**config.mk**
```make
export PLATFORM = sky130hd
export DESIGN_NAME = xy_input_port
export DESIGN_NICKNAME = d
export VERILOG_FILES = /design/src/rtl/noc_pkg.sv /design/src/rtl/flit_fifo.sv /design/src/rtl/xy_input_port.sv
export SDC_FILE = /design/constraint.sdc
export NUM_CORES = 1
export LEC_CHECK = 0
export ABC_CLOCK_PERIOD_IN_PS = 2250
export CORE_MARGIN = 3
export CORE_UTILIZATION = 48
export DETAILED_ROUTE_END_ITERATION = 8
export PLACE_DENSITY_LB_ADDON = 0.08
export SLEW_MARGIN = 15
export SYNTH_ARGS = -nofsm -noshare
export SYNTH_HDL_FRONTEND = slang
export SYNTH_HIERARCHICAL = 1
export SYNTH_SLANG_ARGS = --single-unit
```
**constraint.sdc**
```tcl
create_clock -name clk_i -period 2.25 [get_ports clk_i]
set_input_delay 0.225 -clock clk_i [delete_from_list [all_inputs] [get_ports clk_i]]
set_output_delay 0.225 -clock clk_i [all_outputs]
set_load 0.005 [all_outputs]
```
**src/rtl/noc_pkg.sv**
```systemverilog
// rtl/noc_pkg.sv - shared flit, port and FSM definitions for the XY mesh
//
// Contents:
//   FLIT_HEAD/BODY/TAIL/SINGLE : 2-bit flit type codes carried in flit[MSB:MSB-1]
//   PORT_LOCAL..PORT_WEST      : bit index of each output port in a request vector
//   state_e                    : input-port FSM encoding
package noc_pkg;

  localparam logic [1:0] FLIT_HEAD   = 2'b00;
  localparam logic [1:0] FLIT_BODY   = 2'b01;
  localparam logic [1:0] FLIT_TAIL   = 2'b10;
  localparam logic [1:0] FLIT_SINGLE = 2'b11;

  localparam int PORT_LOCAL = 0;
  localparam int PORT_NORTH = 1;
  localparam int PORT_EAST  = 2;
  localparam int PORT_SOUTH = 3;
  localparam int PORT_WEST  = 4;

  typedef enum logic {
    ST_IDLE   = 1'b0,
    ST_ACTIVE = 1'b1
  } state_e;

endpackage

```
**src/rtl/flit_fifo.sv**
```systemverilog
// rtl/flit_fifo.sv - synchronous flit FIFO with wrap-bit pointers
//
// Ports:
//   clk_i, rst_ni : clock, asynchronous active-low reset (pointers only)
//   push_i/data_i : write request and data; ignored while full
//   pop_i         : read request; ignored while empty
//   data_o        : current head entry, combinational from storage
//   full_o/empty_o: occupancy flags
module flit_fifo #(
  parameter int WIDTH = 10,
  parameter int DEPTH = 4
) (
  input  logic             clk_i,
  input  logic             rst_ni,
  input  logic             push_i,
  input  logic [WIDTH-1:0] data_i,
  input  logic             pop_i,
  output logic [WIDTH-1:0] data_o,
  output logic             full_o,
  output logic             empty_o
);

  localparam int AW = $clog2(DEPTH);

  logic [AW:0]      wr_ptr_q, wr_ptr_d;
  logic [AW:0]      rd_ptr_q, rd_ptr_d;
  logic [WIDTH-1:0] mem_q [DEPTH];
  logic             push_en, pop_en;

  // The extra MSB tells a full FIFO (same index, different lap) from an empty one.
  assign empty_o = (wr_ptr_q == rd_ptr_q);
  assign full_o  = (wr_ptr_q[AW] != rd_ptr_q[AW]) &&
                   (wr_ptr_q[AW-1:0] == rd_ptr_q[AW-1:0]);
  assign data_o  = mem_q[rd_ptr_q[AW-1:0]];

  always_comb begin
    push_en  = push_i && !full_o;
    pop_en   = pop_i && !empty_o;
    wr_ptr_d = wr_ptr_q + (AW+1)'(push_en);
    rd_ptr_d = rd_ptr_q + (AW+1)'(pop_en);
  end

  always_ff @(posedge clk_i or negedge rst_ni) begin
    if (!rst_ni) begin
      wr_ptr_q <= '0;
      rd_ptr_q <= '0;
    end else begin
      wr_ptr_q <= wr_ptr_d;
      rd_ptr_q <= rd_ptr_d;
    end
  end

  always_ff @(posedge clk_i) begin
    if (push_en) mem_q[wr_ptr_q[AW-1:0]] <= data_i;
  end

endmodule

```
**src/rtl/xy_input_port.sv**
```systemverilog
// rtl/xy_input_port.sv - XY mesh switch input port: buffer, route, wormhole forward
//
// Ports:
//   clk_i, rst_ni          : clock, asynchronous active-low reset
//   in_vld_i/in_flit_i     : upstream flit {type[1:0], payload}
//   in_rdy_o               : buffer has room
//   out_req_o              : one-hot output request (0 local,1 N,2 E,3 S,4 W)
//   out_gnt_i/out_rdy_i    : arbiter selects us / downstream accepts
//   out_vld_o/out_flit_o   : flit presented to the granted output
//   err_cnt_o/err_o        : orphan-drop counter and pulse, present only
//                            when XY_INPORT_ERR_CNT_EN is defined
module xy_input_port
  import noc_pkg::*;
#(
  parameter int DATA_W    = 8,
  parameter int X_W       = 2,
  parameter int Y_W       = 2,
  parameter int ROUTER_X  = 1,
  parameter int ROUTER_Y  = 1,
  parameter int BUF_DEPTH = 4,
  parameter int PORT_N    = 5
) (
  input  logic              clk_i,
  input  logic              rst_ni,
  input  logic              in_vld_i,
  input  logic [DATA_W+1:0] in_flit_i,
  output logic              in_rdy_o,
  output logic [PORT_N-1:0] out_req_o,
  input  logic              out_gnt_i,
  input  logic              out_rdy_i,
  output logic              out_vld_o,
  output logic [DATA_W+1:0] out_flit_o
`ifdef XY_INPORT_ERR_CNT_EN
  ,output logic [7:0]       err_cnt_o
  ,output logic             err_o
`endif
);

  localparam logic [X_W-1:0] RX = X_W'(ROUTER_X);
  localparam logic [Y_W-1:0] RY = Y_W'(ROUTER_Y);

  logic              full, empty, push, pop;
  logic [DATA_W+1:0] head;
  logic [1:0]        head_type;
  logic [X_W-1:0]    dest_x;
  logic [Y_W-1:0]    dest_y;
  logic              is_start, is_end, xfer, orphan_drop;
  logic [PORT_N-1:0] route_sel, route_q, route_d;
  state_e            state_q, state_d;

  assign in_rdy_o = !full;
  assign push     = in_vld_i && in_rdy_o;

  flit_fifo #(.WIDTH(DATA_W+2), .DEPTH(BUF_DEPTH)) u_fifo (
    .clk_i   (clk_i),
    .rst_ni  (rst_ni),
    .push_i  (push),
    .data_i  (in_flit_i),
    .pop_i   (pop),
    .data_o  (head),
    .full_o  (full),
    .empty_o (empty)
  );

  assign head_type  = head[DATA_W+1:DATA_W];
  assign dest_x     = head[X_W-1:0];
  assign dest_y     = head[X_W+Y_W-1:X_W];
  assign out_flit_o = head;

  always_comb begin
    route_sel = '0;
    if (dest_x > RX)      route_sel[PORT_EAST]  = 1'b1;
    else if (dest_x < RX) route_sel[PORT_WEST]  = 1'b1;
    else if (dest_y > RY) route_sel[PORT_NORTH] = 1'b1;
    else if (dest_y < RY) route_sel[PORT_SOUTH] = 1'b1;
    else                  route_sel[PORT_LOCAL] = 1'b1;
  end

  always_comb begin
    is_start    = (head_type == FLIT_HEAD) || (head_type == FLIT_SINGLE);
    is_end      = (head_type == FLIT_TAIL) || (head_type == FLIT_SINGLE);
    xfer        = (state_q == ST_ACTIVE) && !empty && out_gnt_i && out_rdy_i;
    // Body/tail at the front with no open packet has nowhere to go.
    orphan_drop = (state_q == ST_IDLE) && !empty && !is_start;
    pop         = xfer || orphan_drop;
    state_d     = state_q;
    route_d     = route_q;
    case (state_q)
      ST_IDLE: begin
        if (!empty && is_start) begin
          state_d = ST_ACTIVE;
          route_d = route_sel;
        end
      end
      ST_ACTIVE: begin
        // route_q is cleared on the last pop so out_req_o drops with the state.
        if (xfer && is_end) begin
          state_d = ST_IDLE;
          route_d = '0;
        end
      end
      default: begin
        state_d = ST_IDLE;
        route_d = '0;
      end
    endcase
  end

`ifdef XY_INPORT_ERR_CNT_EN
  logic [7:0] err_cnt_q;
  logic       err_q;
  assign err_cnt_o = err_cnt_q;
  assign err_o     = err_q;
`endif

  always_ff @(posedge clk_i or negedge rst_ni) begin
    if (!rst_ni) begin
      state_q   <= ST_IDLE;
      route_q   <= '0;
`ifdef XY_INPORT_ERR_CNT_EN
      err_cnt_q <= '0;
      err_q     <= 1'b0;
`endif
    end else begin
      state_q   <= state_d;
      route_q   <= route_d;
`ifdef XY_INPORT_ERR_CNT_EN
      err_q     <= orphan_drop;
      if (orphan_drop && (err_cnt_q != 8'hFF)) err_cnt_q <= err_cnt_q + 8'd1;
`endif
    end
  end

  assign out_req_o = route_q;
  assign out_vld_o = (state_q == ST_ACTIVE) && !empty;

endmodule

```
### After elaboration in Yosys (flattened, before gate mapping)

Memories as Yosys holds them, arrays and structs flattened.
Index checks and enable logic that the tools add are counted.

| storage, ports and cells | value |
|---|---|
| output and inout port bits | 17 |
| memories kept | 1 |
| flip-flop bits (word level) | 12 |
| RAM bits | 40 |
| input bits | 15 |
| word-level logic and storage cells | 57 |

| operators by class | value |
|---|---|
| reduce and logical (&&, ||, !) cells | 19 |
| mux-type cells | 19 |
| order comparisons | 4 |
| add/subtract/negate cells | 2 |
| bitwise logic cells | 1 |
| equality and inequality tests | 7 |

Memories:

| memory | depth | bits a word | read ports | clocked after Yosys merged registers in | wr ports | RTL line | source |
|---|---|---|---|---|---|---|---|
| u_fifo.mem_q | 4 | 10 | 1 | 0 | 1 | flit_fifo.sv:27 | `logic [WIDTH-1:0] mem_q [DEPTH];` |

Operators with widths:

| operator | number |
|---|---|
| 1-bit two-way mux | 12 |
| 1-bit logical AND | 11 |
| 5-bit two-way mux | 2 |
| 5-bit case mux with 2 select lines | 1 |
| 3-bit by 1-bit adder with 3-bit output | 2 |
| 2-bit two-way mux | 3 |
| 2-bit == test (second input constant) | 2 |
| 2-bit by 1-bit greater-than comparator with 1-bit output (second input constant) | 2 |
| 2-bit by 1-bit less-than comparator with 1-bit output (second input constant) | 2 |
| 2-bit by 1-bit != test with 1-bit output (second input constant) | 2 |
| 3-bit == test | 1 |
| 1-bit zero test | 3 |
| 1-bit logical OR | 3 |
| 2-bit == test | 1 |
| 2-bit zero test | 1 |
| 1-bit case mux with 2 select lines | 1 |
| 2-bit AND reduction | 1 |
| 1-bit != test | 1 |
| 1-bit NOT | 1 |

### Logic depth before layout (Yosys ltp)

| depth | value |
|---|---|
| depth after elaboration | 8 |
| depth in mapped cells | 11 |
| mapped depth without buffers | 10 |

### By module

The synthesis kept the hierarchy.

By module, submodules not included:

| module | seq. area each (µm²) | area each (µm²) | cells an instance | times used |
|---|---|---|---|---|
| flit_fifo | 1351.3 | 1795.5 | 82 | 1 |
| xy_input_port | 150.1 | 361.6 | 34 | 1 |

### Worst setup path after synthesis

No wires, ideal clock.

| timing | value |
|---|---|
| path type | register to register |
| from | register u_fifo.rd_ptr_q[0] |
| to | register route_q[0], in the netlist out_req_o[0] |
| data required time | 2.125 ns |
| data arrival time | 2.400 ns |
| setup slack | -0.275 ns |
| stages on the path, launching flop included | 7 |
| path buffers | 1 |
| library setup time | 0.125 ns |
| clock period less this slack | 2.525 ns |
| path through | dfrtp_1 buf_6 mux4_2 ha_1 or3b_2 o41ai_4 mux2_2 |

| between the ends | value |
|---|---|
| elaborated cells on any way between the ends | 26 |
| those cells by class | 4 x order compare; 5 x eq/ne; 6 x mux; 10 x reduce/logical; 1 x memory |

RTL lines:

| element | RTL line | source |
|---|---|---|
| start: declaration | flit_fifo.sv:26 | `logic [AW:0] rd_ptr_q, rd_ptr_d;` |
| start signal: assignment | flit_fifo.sv:49 | `rd_ptr_q <= rd_ptr_d;` |
| memory read 4 x 10 bit * | -- |  |
| via out_flit_o[9] | xy_input_port.sv:32 | `output logic [DATA_W+1:0] out_flit_o` |
| 2-bit == test (tied with other cells) | xy_input_port.sv:80, xy_input_port.sv:81 |  |
| 1-bit logical OR (on tied branches) | xy_input_port.sv:80, xy_input_port.sv:81 |  |
| 1-bit logical AND (on tied branches) | xy_input_port.sv:90, xy_input_port.sv:97 |  |
| 2-bit by 1-bit != test with 1-bit output (no source line) | -- |  |
| 2-bit AND reduction (no source line) * | -- |  |
| end signal: assignment | xy_input_port.sv:126 | `route_q <= route_d;` |
| end: declaration | xy_input_port.sv:48 | `logic [PORT_N-1:0] route_sel, route_q, route_d;` |

Mark *: on every way through the listed nets, which the timed path passes. The rest lies on a longest branch. The select of a mux whose other input is x is not followed.
A chain may end at the register's enable or synchronous reset.

### Final worst setup path

| timing | value |
|---|---|
| from | register u_fifo.rd_ptr_q[0] |
| to | register route_q[1], in the netlist out_req_o[1] |

| between the ends | value |
|---|---|
| cells in the longest elaborated chain, start to end | 8 |
| elaborated cells on any way between the ends | 24 |
| those cells by class | 3 x order compare; 5 x eq/ne; 5 x mux; 10 x reduce/logical; 1 x memory |

Ends and longest elaborated chain:

| element |
|---|
| parallel branches: the longest is 8 deep, another holds memory read 4 x 10 bit |

Parallel ways; which one is timed is not known. The select of a mux whose other input is x is not followed.

==> results.md <==
* Status: finished with violations
* Failing checks: setup timing
* Fin Setup TNS at -0.02734 ns
* P&R area growth vs syn at 34.69%
* Clk Latency, worst-skew pair at 0.30 ns
* Final period utilization at 100.5%
* Most common cell in the netlist: edfxtp_1
* Synth area leader: edfxtp_1
* Crit end category: flop
* Hold Slack at 0.2667 ns
* Vias at 1222
* Critical setup path kind: reg -> reg
* Post-synth EDFFs at 40
* Post-Synthesis Net Count at 137
* Antenna violations before repair at 0
* Clock Pin Slew Worst Setup and Hold Paths at 0.09 ns
* Cell Rows at 23
* Dpl ws at -0.02236 ns
* Dpl cell area at 0.002678 mm2
* Crit path DAT at 2.46 ns
* Crit-path max FO at 5
* Mapped Cells at ~120
* Top-area cell type share of the netlist area at a little under three fifths
* RSZ-0062 raised after global routing: true
* Most used DFF post-synth: edfxtp_1
* Root Buffer Master: clkbuf_8
* Vias per std cell at 5.431
* CTS tree: done
* Initial DRC Count at 53
* Asr flop ratio synth at 23.08%
* Die Wd at 73.04 um
* Synth Area per Inst at 18.60 um2
* Yosys reg bits at 52
* Slowest cell on crit path: mux4_2
* Hold crit path type: in -> async
* Final clock skew at 0.008229 ns
* Post-layout worst setup margin at -0.01170 ns
* Pre-antenna DRT Iters at 4
* Total power at 4.226 mW
* Core area at approximately 0.0042 mm2
* Routed wire length at 3.987 mm
* Die Ht at ~73 um
* Post-route DRC at 0
* Layout cells sized above 1 at 33.71%
* First-pass GRT wire length at ~6.5 mm
* Wire per inst at around 18 um
* Family with the most delay on the worst path: multiplexers
* Maxcap violations at 0
* Total Routing Usage GR at ~17%
* Worst slew pin tran at 0.5463 ns
* CTS buffer count at 5
* R2r setup slk at -0.01 ns
* Power Density at 1455 mW/mm2
* Ys Warns at 6
* Seq/Total Area, Yosys at 69.61%
* Max H-tree Level at 2
* Total grt overflow at 0
* # IOs at 32
* Max incr delay on CP at 0.56 ns
* Initial Utilization at 51.69%
* Worst Path Buf+Inv at 0
* Final Hold Viols at 0
* Post-Syn Area at 0.002157 mm2
* Nets at 195
* Final antenna-violating net count at 0
* Final Setup Violations at 4
* Hold buffer count at cts at 0
* Achievable Freq at 442.1 MHz
* Synth cell types at 29
* DIE AREA at ~0.0053 mm2
* CP cell instances: mux4_2 -> ha_4 -> or3b_4 -> o41ai_4 -> mux2_4
* Post-Layout Inst Area at between 0.002 and 0.003 mm2
* Top post-synthesis cells by count: 40 x edfxtp_1, 12 x dfrtp_1, 10 x mux4_2, 6 x ha_1
* Slew headroom at 63.46%
* Leak Pwr at 1.103 nW
* Largest net degree at the start of global routing at 17
* Final slew viol count at 0
* CP Launch Type: flop
* Worst EP required at between 2 and 2.5 ns
* Post-DP HPWL at 2.777 mm
* IO buf count at 31
* Top cells by area, synth: edfxtp_1 56%, dfrtp_1 14%, mux4_2 10%
* Vias in the first global route at 1336
* Peak VDD IR at 0.0006080 V
* CTS Sinks at 52
* Clock tree buffer depth at 2
* Crit path time final at 2.262 ns
* Placer Congestion at 0.8292
* N_diodes at 0
==> sequential cells by signal, summed over array words and instances, names as in the netlist <==
register         count
u_fifo/mem_q        40
state_q              1
u_fifo/wr_ptr_q      3
u_fifo/rd_ptr_q      3
out_req_o            5
==> area by class of cell <==
| cell class | count | area (um2) |
|---|---|---|
| Clock buffer | 5 | 68.82 |
| Clock inverter | 3 | 17.52 |
| Timing Repair Buffer | 53 | 506.7 |
| Multi-Input combinational cell | 57 | 726.9 |
| Sequential cell | 52 | 1504 |
| Fill cell | 280 | 1267 |
| Tap cell | 50 | 62.56 |
| Inverter | 5 | 18.77 |
==> layer usage <==
| metal | wire [um] | share of wire [%] | up-vias | global-route usage, % |
|---|---|---|---|---|
| li1 | - | - | 572 | - |
| met1 | 1689 | 42 | 609 | 21.00 |
| met2 | 2050 | 51 | 34 | 27.21 |
| met3 | 187 | 4.7 | 7 | 3.168 |
| met4 | 59 | 1.5 | 0 | 7.787 |
| met5 | 0 | 0 | - | 0 |
==> cell usage in the layout (no fill, tap or decap), types with 2 or more instances in the layout <==
cell             instances
xnor2_1                  2
nor2_1                   4
mux4_2                  10
nand2_1                  3
dfrtp_1                 10
clkdlybuf4s50_1         24
nand3b_1                 2
ha_4                     2
dlygate4sd2_1            3
a31oi_1                  4
edfxtp_1                40
inv_1                    4
ha_1                     3
xor2_1                   3
buf_12                   2
clkbuf_8                 5
or3b_4                   2
dlymetal6s2s_1           4
mux2_4                   4
dfrtp_2                  2
buf_4                   20
==> metrics by stage <==
step / std cells / utilization (%)
2_1_floorplan: 116 / -
3_3_place_gp: 212 / 64.17
3_5_place_dp: 212 / 64.17
4_1_cts: 224 / 67.56
5_1_grt: 225 / 69.63
6_report: 225 / 69.63
==> power breakdown <==
group | total [mW] | switching, mW | internal (mW)
sequential | 1.49 | 0.150 | 1.33
clock | 0.514 | 0.297 | 0.218
combinational | 2.23 | 1.01 | 1.22
==> kinds of logic after synthesis <==
| logic type | Yosys count | share of synthesized area (%) |
|---|---|---|
| flops | 52 | 69.61 |
| fa+ha+maj | 6 | 3.480 |
| mux | 14 | 12.53 |
| xor+xnor | 7 | 3.190 |
| buf+inv | 7 | 1.623 |
| simple gates | 20 | 5.453 |
| compound gates | 10 | 4.119 |
==> worst paths after layout <==
path / from / endpoint / cells past startpoint
max in group asynchronous: rst_ni / u_fifo/rd_ptr_q[0]$_DFF_PN0_ / 1
max reg2reg: u_fifo/rd_ptr_q[0]$_DFF_PN0_ / out_req_o[1]$_DFFE_PN0P_ / 5
min reg2reg: out_req_o[3]$_DFFE_PN0P_ / out_req_o[3]$_DFFE_PN0P_ / 1
max: u_fifo/rd_ptr_q[0]$_DFF_PN0_ / out_req_o[1]$_DFFE_PN0P_ / 5
min: rst_ni / u_fifo/wr_ptr_q[2]$_DFF_PN0_ / 1
min in group clk_i: out_req_o[3]$_DFFE_PN0P_ / out_req_o[3]$_DFFE_PN0P_ / 1
==> repair_timing <==
item                                    4_1_cts  5_1_grt
endpoints found under the setup margin       12       20
resized for setup                            11       16
pin swaps                                     0        2
buffers inserted                              4        1
cloned                                        0        0
(Power assumes the default switching activity.)
